[src/rtl/lf_conf_ctrl_if.sv]
// SPI pin bundle from the ARM to the LF configuration receiver.
// The ARM side drives all three pins; the FPGA side only samples them.
interface lf_conf_ctrl_if;
    logic spck;
    logic mosi;
    logic ncs;

    modport master (output spck, output mosi, output ncs);
    modport slave  (input  spck, input  mosi, input  ncs);
endinterface

[src/rtl/lf_conf_ctrl.sv]
// ARM->FPGA command receiver and glitch-free major-mode sequencer for the LF image.
// The SPI pins are synchronised into pck0 and fixed-length frames are decoded.
// Major-mode changes go through a park sequence, so the output muxes never
// switch while the coil is being driven.
//
// Mode FSM states:
//   state    | meaning
//   ---------+-----------------------------------------------------------
//   RUN      | normal operation, mode_park=0, waiting for a new pending mode
//   PARK_OUT | outputs parked for GUARD_CYCLES before the mux select moves
//   SWITCH   | single cycle that loads major_mode from pending_mode
//   PARK_IN  | outputs parked for GUARD_CYCLES after the mux select moved
module lf_conf_ctrl #(
    parameter int CMD_BITS      = 4,
    parameter int DATA_BITS     = 12,
    parameter int SYNC_STAGES   = 2,
    parameter int MODE_LSB      = 6,
    parameter int MODE_BITS     = 3,
    parameter int GUARD_CYCLES  = 16,
    parameter int RESET_MODE    = 7,
    parameter int RESET_DIVISOR = 95,
    parameter int ED_DEF_THRESH = 127
) (
    input  logic                 pck0,
    input  logic                 rst,
    lf_conf_ctrl_if.slave        spi,
    output logic [DATA_BITS-1:0] conf_word,
    output logic [MODE_BITS-1:0] major_mode,
    output logic [7:0]           divisor,
    output logic [7:0]           lf_ed_threshold,
    output logic                 mode_park,
    output logic                 cmd_strobe,
    output logic                 frame_err
);

    localparam int FRAME_BITS = CMD_BITS + DATA_BITS;
    localparam int CNT_MAX    = FRAME_BITS + 1;
    localparam int CNT_W      = $clog2(CNT_MAX + 1);
    localparam int GCNT_W     = (GUARD_CYCLES > 1) ? $clog2(GUARD_CYCLES) : 1;

    localparam logic [CMD_BITS-1:0]  CMD_SET_CONFREG = CMD_BITS'(1);
    localparam logic [CMD_BITS-1:0]  CMD_SET_DIVISOR = CMD_BITS'(2);
    localparam logic [CMD_BITS-1:0]  CMD_SET_THRESH  = CMD_BITS'(3);
    localparam logic [MODE_BITS-1:0] MODE_LF_EDGE    = MODE_BITS'(1);
    localparam logic [MODE_BITS-1:0] MODE_RESET      = MODE_BITS'(RESET_MODE);
    localparam logic [CNT_W-1:0]     CNT_FRAME       = CNT_W'(FRAME_BITS);
    localparam logic [CNT_W-1:0]     CNT_SAT         = CNT_W'(CNT_MAX);
    localparam logic [GCNT_W-1:0]    GUARD_LAST      = GCNT_W'(GUARD_CYCLES - 1);

    typedef enum logic [1:0] {
        ST_RUN,
        ST_PARK_OUT,
        ST_SWITCH,
        ST_PARK_IN
    } mode_state_t;

    logic [SYNC_STAGES-1:0] spck_sync;
    logic [SYNC_STAGES-1:0] mosi_sync;
    logic [SYNC_STAGES-1:0] ncs_sync;
    logic                   spck_prev;
    logic                   ncs_prev;
    logic                   spck_s;
    logic                   mosi_s;
    logic                   ncs_s;
    logic                   spck_rise;
    logic                   ncs_fall;
    logic                   ncs_rise;

    logic [FRAME_BITS-1:0]  shift_reg;
    logic [CNT_W-1:0]       bit_cnt;
    logic                   count_ok;
    logic [CMD_BITS-1:0]    cmd;
    logic [DATA_BITS-1:0]   payload;
    logic [MODE_BITS-1:0]   pay_mode;
    logic [MODE_BITS-1:0]   pending_mode;

    mode_state_t            state;
    mode_state_t            state_next;
    logic [GCNT_W-1:0]      guard_cnt;
    logic [GCNT_W-1:0]      guard_next;
    logic [MODE_BITS-1:0]   major_next;
    logic                   park_next;

    assign spck_s    = spck_sync[SYNC_STAGES-1];
    assign mosi_s    = mosi_sync[SYNC_STAGES-1];
    assign ncs_s     = ncs_sync[SYNC_STAGES-1];
    assign spck_rise = spck_s & ~spck_prev;
    assign ncs_fall  = ~ncs_s & ncs_prev;
    assign ncs_rise  = ncs_s & ~ncs_prev;

    assign count_ok  = (bit_cnt == CNT_FRAME);
    assign cmd       = shift_reg[FRAME_BITS-1 -: CMD_BITS];
    assign payload   = shift_reg[DATA_BITS-1:0];
    assign pay_mode  = payload[MODE_LSB +: MODE_BITS];

    // Synchronise the asynchronous SPI pins; ncs idles high so no false frame end.
    always_ff @(posedge pck0) begin
        if (rst) begin
            spck_sync <= '0;
            mosi_sync <= '0;
            ncs_sync  <= '1;
            spck_prev <= 1'b0;
            ncs_prev  <= 1'b1;
        end else begin
            spck_sync <= {spck_sync[SYNC_STAGES-2:0], spi.spck};
            mosi_sync <= {mosi_sync[SYNC_STAGES-2:0], spi.mosi};
            ncs_sync  <= {ncs_sync[SYNC_STAGES-2:0], spi.ncs};
            spck_prev <= spck_s;
            ncs_prev  <= ncs_s;
        end
    end

    // Shift MSB-first on spck rising edges; bit count saturates one past a full frame.
    always_ff @(posedge pck0) begin
        if (rst) begin
            shift_reg <= '0;
            bit_cnt   <= '0;
        end else begin
            if (spck_rise && !ncs_s) begin
                shift_reg <= {shift_reg[FRAME_BITS-2:0], mosi_s};
            end
            if (ncs_fall) begin
                bit_cnt <= CNT_W'(spck_rise);
            end else if (spck_rise && !ncs_s && bit_cnt != CNT_SAT) begin
                bit_cnt <= bit_cnt + CNT_W'(1);
            end
        end
    end

    // Decode a frame on the ncs rising edge; only exact-length frames are accepted.
    always_ff @(posedge pck0) begin
        if (rst) begin
            conf_word       <= '0;
            divisor         <= 8'(RESET_DIVISOR);
            lf_ed_threshold <= 8'(ED_DEF_THRESH);
            pending_mode    <= MODE_RESET;
            cmd_strobe      <= 1'b0;
            frame_err       <= 1'b0;
        end else begin
            cmd_strobe <= 1'b0;
            frame_err  <= ncs_rise && !count_ok;
            if (ncs_rise && count_ok) begin
                case (cmd)
                    CMD_SET_CONFREG: begin
                        conf_word    <= payload;
                        pending_mode <= pay_mode;
                        if (pay_mode == MODE_LF_EDGE) begin
                            lf_ed_threshold <= 8'(ED_DEF_THRESH);
                        end
                        cmd_strobe <= 1'b1;
                    end
                    CMD_SET_DIVISOR: begin
                        divisor    <= payload[7:0];
                        cmd_strobe <= 1'b1;
                    end
                    CMD_SET_THRESH: begin
                        lf_ed_threshold <= payload[7:0];
                        cmd_strobe      <= 1'b1;
                    end
                    default: ;
                endcase
            end
        end
    end

    // Mode FSM state register; mode_park is registered so it cannot glitch between park states.
    always_ff @(posedge pck0) begin
        if (rst) begin
            state      <= ST_RUN;
            guard_cnt  <= '0;
            major_mode <= MODE_RESET;
            mode_park  <= 1'b0;
        end else begin
            state      <= state_next;
            guard_cnt  <= guard_next;
            major_mode <= major_next;
            mode_park  <= park_next;
        end
    end

    // Mode FSM next state: park out, switch the mux select, park in.
    always_comb begin
        state_next = state;
        guard_next = guard_cnt;
        major_next = major_mode;
        case (state)
            ST_RUN: begin
                guard_next = '0;
                if (pending_mode != major_mode) begin
                    state_next = ST_PARK_OUT;
                end
            end
            ST_PARK_OUT: begin
                if (guard_cnt == GUARD_LAST) begin
                    state_next = ST_SWITCH;
                    guard_next = '0;
                end else begin
                    guard_next = guard_cnt + GCNT_W'(1);
                end
            end
            ST_SWITCH: begin
                major_next = pending_mode;
                state_next = ST_PARK_IN;
                guard_next = '0;
            end
            ST_PARK_IN: begin
                if (guard_cnt == GUARD_LAST) begin
                    state_next = ST_RUN;
                    guard_next = '0;
                end else begin
                    guard_next = guard_cnt + GCNT_W'(1);
                end
            end
            default: begin
                state_next = ST_RUN;
                guard_next = '0;
            end
        endcase
        park_next = (state_next != ST_RUN);
    end

endmodule

[src/flat_wrapper.sv]
// flat-port wrapper written by rule: the top's interface ports become plain ports
module lf_conf_ctrl_flat 
#(
    parameter int CMD_BITS      = 4,
    parameter int DATA_BITS     = 12,
    parameter int SYNC_STAGES   = 2,
    parameter int MODE_LSB      = 6,
    parameter int MODE_BITS     = 3,
    parameter int GUARD_CYCLES  = 16,
    parameter int RESET_MODE    = 7,
    parameter int RESET_DIVISOR = 95,
    parameter int ED_DEF_THRESH = 127
)
  (pck0, rst, conf_word, major_mode, divisor, lf_ed_threshold, mode_park, cmd_strobe, frame_err, spi_spck, spi_mosi, spi_ncs);
  lf_conf_ctrl_if spi_i ();
  input  logic pck0;
  input  logic rst;
  output logic [DATA_BITS-1:0] conf_word;
  output logic [MODE_BITS-1:0] major_mode;
  output logic [7:0] divisor;
  output logic [7:0] lf_ed_threshold;
  output logic mode_park;
  output logic cmd_strobe;
  output logic frame_err;
  input wire logic [$bits(spi_i.spck)-1:0] spi_spck;
  input wire logic [$bits(spi_i.mosi)-1:0] spi_mosi;
  input wire logic [$bits(spi_i.ncs)-1:0] spi_ncs;
  assign spi_i.spck = spi_spck;
  assign spi_i.mosi = spi_mosi;
  assign spi_i.ncs = spi_ncs;
  lf_conf_ctrl #(.CMD_BITS(CMD_BITS), .DATA_BITS(DATA_BITS), .SYNC_STAGES(SYNC_STAGES), .MODE_LSB(MODE_LSB), .MODE_BITS(MODE_BITS), .GUARD_CYCLES(GUARD_CYCLES), .RESET_MODE(RESET_MODE), .RESET_DIVISOR(RESET_DIVISOR), .ED_DEF_THRESH(ED_DEF_THRESH)) u_core (.pck0(pck0), .rst(rst), .spi(spi_i), .conf_word(conf_word), .major_mode(major_mode), .divisor(divisor), .lf_ed_threshold(lf_ed_threshold), .mode_park(mode_park), .cmd_strobe(cmd_strobe), .frame_err(frame_err));
endmodule
[config.mk]
export PLATFORM = sky130hd
export DESIGN_NAME = lf_conf_ctrl_flat
export DESIGN_NICKNAME = d
export VERILOG_FILES = /design/src/rtl/lf_conf_ctrl_if.sv /design/src/rtl/lf_conf_ctrl.sv /design/src/flat_wrapper.sv
export SDC_FILE = /design/constraint.sdc
export NUM_CORES = 1
export LEC_CHECK = 0
export ABC_AREA = 0
export BUFFER_PORTS_ARGS = -buffer_cell sky130_fd_sc_hd__buf_4
export CORE_MARGIN = 8
export CORE_UTILIZATION = 40
export DETAILED_ROUTE_END_ITERATION = 8
export GPL_ROUTABILITY_DRIVEN = 0
export HOLD_SLACK_MARGIN = 0.1
export MAX_ROUTING_LAYER = met4
export SYNTH_ARGS = -nofsm -noshare
export SYNTH_HDL_FRONTEND = slang
export SYNTH_SLANG_ARGS = --single-unit
[constraint.sdc]
create_clock -name pck0 -period 2.1 [get_ports pck0]
set_input_delay 0.525 -clock pck0 [delete_from_list [all_inputs] [get_ports pck0]]
set_output_delay 0.525 -clock pck0 [all_outputs]
set_load 0.005 [all_outputs]
**After elaboration in Yosys (flattened, before gate mapping)**

Cells that the tools add are included.

- Memories: 0
- Bits in read-only memories: 0
- Bits in writable memories: 0
- Register bits after elaboration: 72
- Bits in latches: 0
- Output and inout port bits: 34
- Word-level logic and storage cells: 68
- Bits of input ports: 5

- Divide/modulo/power cells: 0
- Muxes and demuxes: 11
- Bitwise operators: 7
- Reduce and logical (&&, ||, !) cells: 18
- Magnitude comparators: 0
- Add/sub/neg operators: 2
- Shift operators: 0
- Eq/ne operators: 12
- Multiply operators: 0

Operators by type and width:

| operator | count |
|---|---|
| $pmux W8 S2 | 1 |
| $eq A4 B2 Y1 const B | 2 |
| $mux W8 | 1 |
| $pmux W2 S4 | 1 |
| $pmux W4 S2 | 1 |
| $reduce_or A2 Y1 | 4 |
| $mux W2 | 3 |
| $reduce_bool A2 Y1 | 3 |
| $add A5 B1 Y5 const B | 1 |
| $eq A5 B5 Y1 const B | 1 |
| $ne A5 B5 Y1 const B | 1 |
| $add A4 B1 Y4 const B | 1 |
| $eq A2 B2 Y1 const B | 2 |
| $eq A4 B1 Y1 const B | 1 |
| $eq A4 B4 Y1 const B | 1 |
| $logic_and A1 B1 Y1 | 4 |
| $mux W4 | 1 |
| $not A1 Y1 | 4 |
| $reduce_and A2 Y1 | 2 |
| $and A1 B1 Y1 | 3 |
| $eq A3 B1 Y1 const B | 1 |
| $mux W1 | 3 |
| $ne A3 B3 Y1 | 1 |
| $reduce_and A3 Y1 | 1 |
| 5 further kinds | 6 |

**Longest topological paths before layout**

- Word-level depth: 6
- Depth in mapped cells: 6
- Depth with buffers taken out: 5

**Least setup slack after synthesis**

OpenSTA, ideal clock, no wires.

- Path type: reg2reg
- From: register u_core.shift_reg[13]
- To: register u_core.conf_word[0]
- Cell stages (with the launch flop): 6
- Library setup time: 0.132 ns
- Arrival: 1.411 ns
- Buffers on the path: 2
- Data required time: 1.968 ns
- Slack: 0.557 ns
- Path through: dfxtp_1 > buf_4 > or4b_4 > buf_2 > o31ai_1 > a21oi_1

- Cells in the longest elaborated chain, start to end: 2

Ends and longest elaborated chain:

| element | line | source |
|---|---|---|
| start, declared | lf_conf_ctrl.sv:69 | `logic [FRAME_BITS-1:0] shift_reg;` |
| start signal, assigned | lf_conf_ctrl.sv:120 | `shift_reg <= {shift_reg[FRAME_BITS-2:0], mosi_s};` |
| $eq A4 B1 Y1 | lf_conf_ctrl.sv:143 | `case (cmd)` |
| $reduce_and A2 Y1 (no source line) | n/a |  |
| end signal, assigned | lf_conf_ctrl.sv:145 | `conf_word <= payload;` |
| end, declared | lf_conf_ctrl.sv:27 | `output logic [DATA_BITS-1:0] conf_word,` |

Every way passes these cells.
A chain may end at the register's enable or synchronous reset.

**Worst setup path in the final report**

- From: register u_core.bit_cnt[0]
- To: register u_core.divisor[4]

- Cells in the longest elaborated chain, start to end: 3

Ends and longest elaborated chain:

| element | line | source |
|---|---|---|
| start, declared | lf_conf_ctrl.sv:70 | `logic [CNT_W-1:0] bit_cnt;` |
| start signal, assigned | lf_conf_ctrl.sv:123 | `bit_cnt <= CNT_W'(spck_rise);` |
| start signal, assigned | lf_conf_ctrl.sv:125 | `bit_cnt <= bit_cnt + CNT_W'(1);` |
| $eq A5 B5 Y1 | lf_conf_ctrl.sv:91 | `assign count_ok = (bit_cnt == CNT_FRAME);` |
| $logic_and A1 B1 Y1 | lf_conf_ctrl.sv:142 | `if (ncs_rise && count_ok) begin` |
| $reduce_and A2 Y1 (no source line) | n/a |  |
| end signal, assigned | lf_conf_ctrl.sv:134 | `divisor <= 8'(RESET_DIVISOR);` |
| end signal, assigned | lf_conf_ctrl.sv:153 | `divisor <= payload[7:0];` |
| end, declared | lf_conf_ctrl.sv:29 | `output logic [7:0] divisor,` |

Every way passes these cells.

==> flow_summary.ini <==
[synth]
synth-edff-count = 0
synth_fp_nets = 317
synth.cell_area_um2 = 2850
synth_async_sr_flop_share = 0
synthesis.instances = 308
yosysWarnings = 0
synth_cell_types = 41
seq_area_frac_synth = 0.506
synth-seq-cells = 72
ys_dominant_reg_cell = dfxtp_1
synth.avg_cell_area_um2 = 9.25

[clock_network]
cts_buffer_depth = 2
cts_setup_buffers = 0
clock-sinks = 72
clk-insertion-delay-late_ns = 0.34
htreeDepth = 3
cts_resized = 0
clk_pin_slew_ns = 0.07
postCtsHoldBufs = 0
cts_root_buf = clkbuf_8
cts_buffers = 9
cts_tree = yes

[placement]
dpl.hpwl_um = 4120
place_area_um2 = 3250
io_buffer_count = 38

[sta]
drv_slew = 0
tightestPinTransition_ns = 0.753
period_needed_ns = 1.76
final_hold_viol_count = 0
slew_headroom = 0.497
setup_viol = 0
tns_ns = 0
finalCritPeriodShare = 0.838
fmax_mhz = 568
rsz0062_at_grt = no
fin_skew_ns = 0.0101

[route]
wl_per_cell_um = 13.4
drt_iter0_markers = 99
vias_per_cell = 5.03
num_vias = 2254
drt_first_pass_iters = 4
drcViolationCount = 0
ant_nets = 0
wl_um = 5990

[floorplan]
core_um2 = 6830
pin_count = 39
die_w_um = 100
die_h_um = 100
dieArea_um2 = 10100
start_util = 0.417
num_rows = 30

[outcome]
outcome = finished clean

[global_routing]
track_usage = 0.128
grt_overflow = 0
grt_pass1_vias = 2134
grt_pass1_wl_um = 10000
antenna_found_initial = 0
grt_max_degree = 49

[pwr]
ir_drop_v = 0.000424
p_per_area_nw_per_um2 = 789
p_leak_nw = 1.34

[worst_setup_path]
cp-start-kind = flip-flop
critPathKind = flip-flop to flip-flop
cp.required_ns = 2.37
end_kind = flip-flop
cp_max_fo = 8
crit_arrival_ns = 2.03

[finish]
multi_input_area_um2 = 1310
seq_area_um2 = 1440
num-fill-cells = 681
area_growth_pct = 22.5
layout-drive-gt1-share = 0.207
antenna_cells = 0
final_cell_area_um2 = 3490
largest_reg_flops = 16
nNetsFinal = 356

[job]
max_cap_viol_count = 0

[worst_hold_path]
hold_class = input pin to flip-flop
## metal layers
layer  vias to the layer above  wire, um  track usage
met4                         0        69       0.0488
met3                         5       297       0.0422
met2                        41      2820        0.202
li1                       1153         -            -
met1                      1055      2810        0.147
met5                         -         0            -
## synth_stat cells (5+ instances only)
library cell / instances / share of area
nand4_1: 13 / 0.029
nor2b_1: 9 / 0.020
dfxtp_1: 72 / 0.51
nor2_1: 29 / 0.038
a21oi_1: 30 / 0.053
nor3b_1: 5 / 0.013
nand2_1: 43 / 0.057
mux2i_1: 14 / 0.049
inv_1: 9 / 0.012
o31ai_1: 10 / 0.026
a2bb2oi_1: 7 / 0.022
clkbuf_1: 13 / 0.017
## critical path, stage by stage, from the launching register on
cell,delay (ns)
dfxtp_1,0.36
inv_1,0.08
ha_1,0.15
nand4bb_1,0.30
nor3_4,0.56
mux2i_1,0.24
## cell families (layout without fill, tap and decap cells)
group	after synthesis	after routing	synth area share
simple gates	125	125	0.235
flops	72	72	0.506
compound gates	59	59	0.132
buf+inv	27	71	0.0382
mux	15	15	0.0531
xor+xnor	6	6	0.0184
fa+ha+maj	4	4	0.0176
## power by group
group | internal (W) | total [W] | leakage (nW) | switching [W]
Clock | 0.000822 | 0.00132 | 0.124 | 0.000500
Combinational | 0.0000188 | 0.0000531 | 0.631 | 0.0000343
Sequential | 0.00137 | 0.00138 | 0.582 | 0.00000533
Total | 0.00221 | 0.00275 | 1.34 | 0.000540
## area by class of cell
type	count	area share
clock buffer	11	0.0405
clock inverter	5	0.0297
inverter	9	0.00968
multi-input combinational	209	0.374
sequential	72	0.413
tap	96	0.0344
timing repair buffer	46	0.0989
## final timing paths
check                                        start                  to  slack, ns  depth (start not counted)
worst min register to register  u_core.ncs_sync[0]  u_core.ncs_sync[1]       0.41                          1
worst max-delay path             u_core.bit_cnt[0]   u_core.divisor[4]       0.34                          5
worst min-delay path                       spi_ncs  u_core.ncs_sync[0]       0.37                          2
worst max register to register   u_core.bit_cnt[0]   u_core.divisor[4]       0.34                          5
## layout by cell type, fill, tap and decap left out, types with 2 or more instances in the layout
cell       count
nor2_1        29
nor2b_1        9
o211ai_1       4
buf_4         46
o21ai_0        2
nand4bb_1      2
mux2i_1       14
inv_1          9
ha_1           4
xnor2_1        4
clkbuf_8      10
or2_2          4
a2bb2oi_1      7
nand4_1       13
or4b_4         2
a21oi_1       30
o31ai_1       10
nor3_4         2
bufinv_16      3
xor2_1         2
nor3b_1        4
dfxtp_1       72
nand3_1        3
nand2_1       43
nor3_1         2
nand2b_1       4
## through the flow
| stage | cells | util | hold WS [ns] | setup slack [ns] | power [W] |
|---|---|---|---|---|---|
| after detailed placement | 432 | 0.475 | 0.396 | 0.319 | 0.00146 |
| after global placement | 432 | 0.475 | 0.397 | 0.359 | 0.00146 |
| after floorplan | 308 | - | 0.389 | 0.557 | 0.00145 |
| final | 448 | 0.511 | 0.369 | 0.340 | 0.00275 |
| after CTS | 448 | 0.511 | 0.354 | 0.301 | 0.00278 |
| after global routing | 448 | 0.511 | 0.362 | 0.168 | 0.00285 |
(Power assumes the default switching activity.)
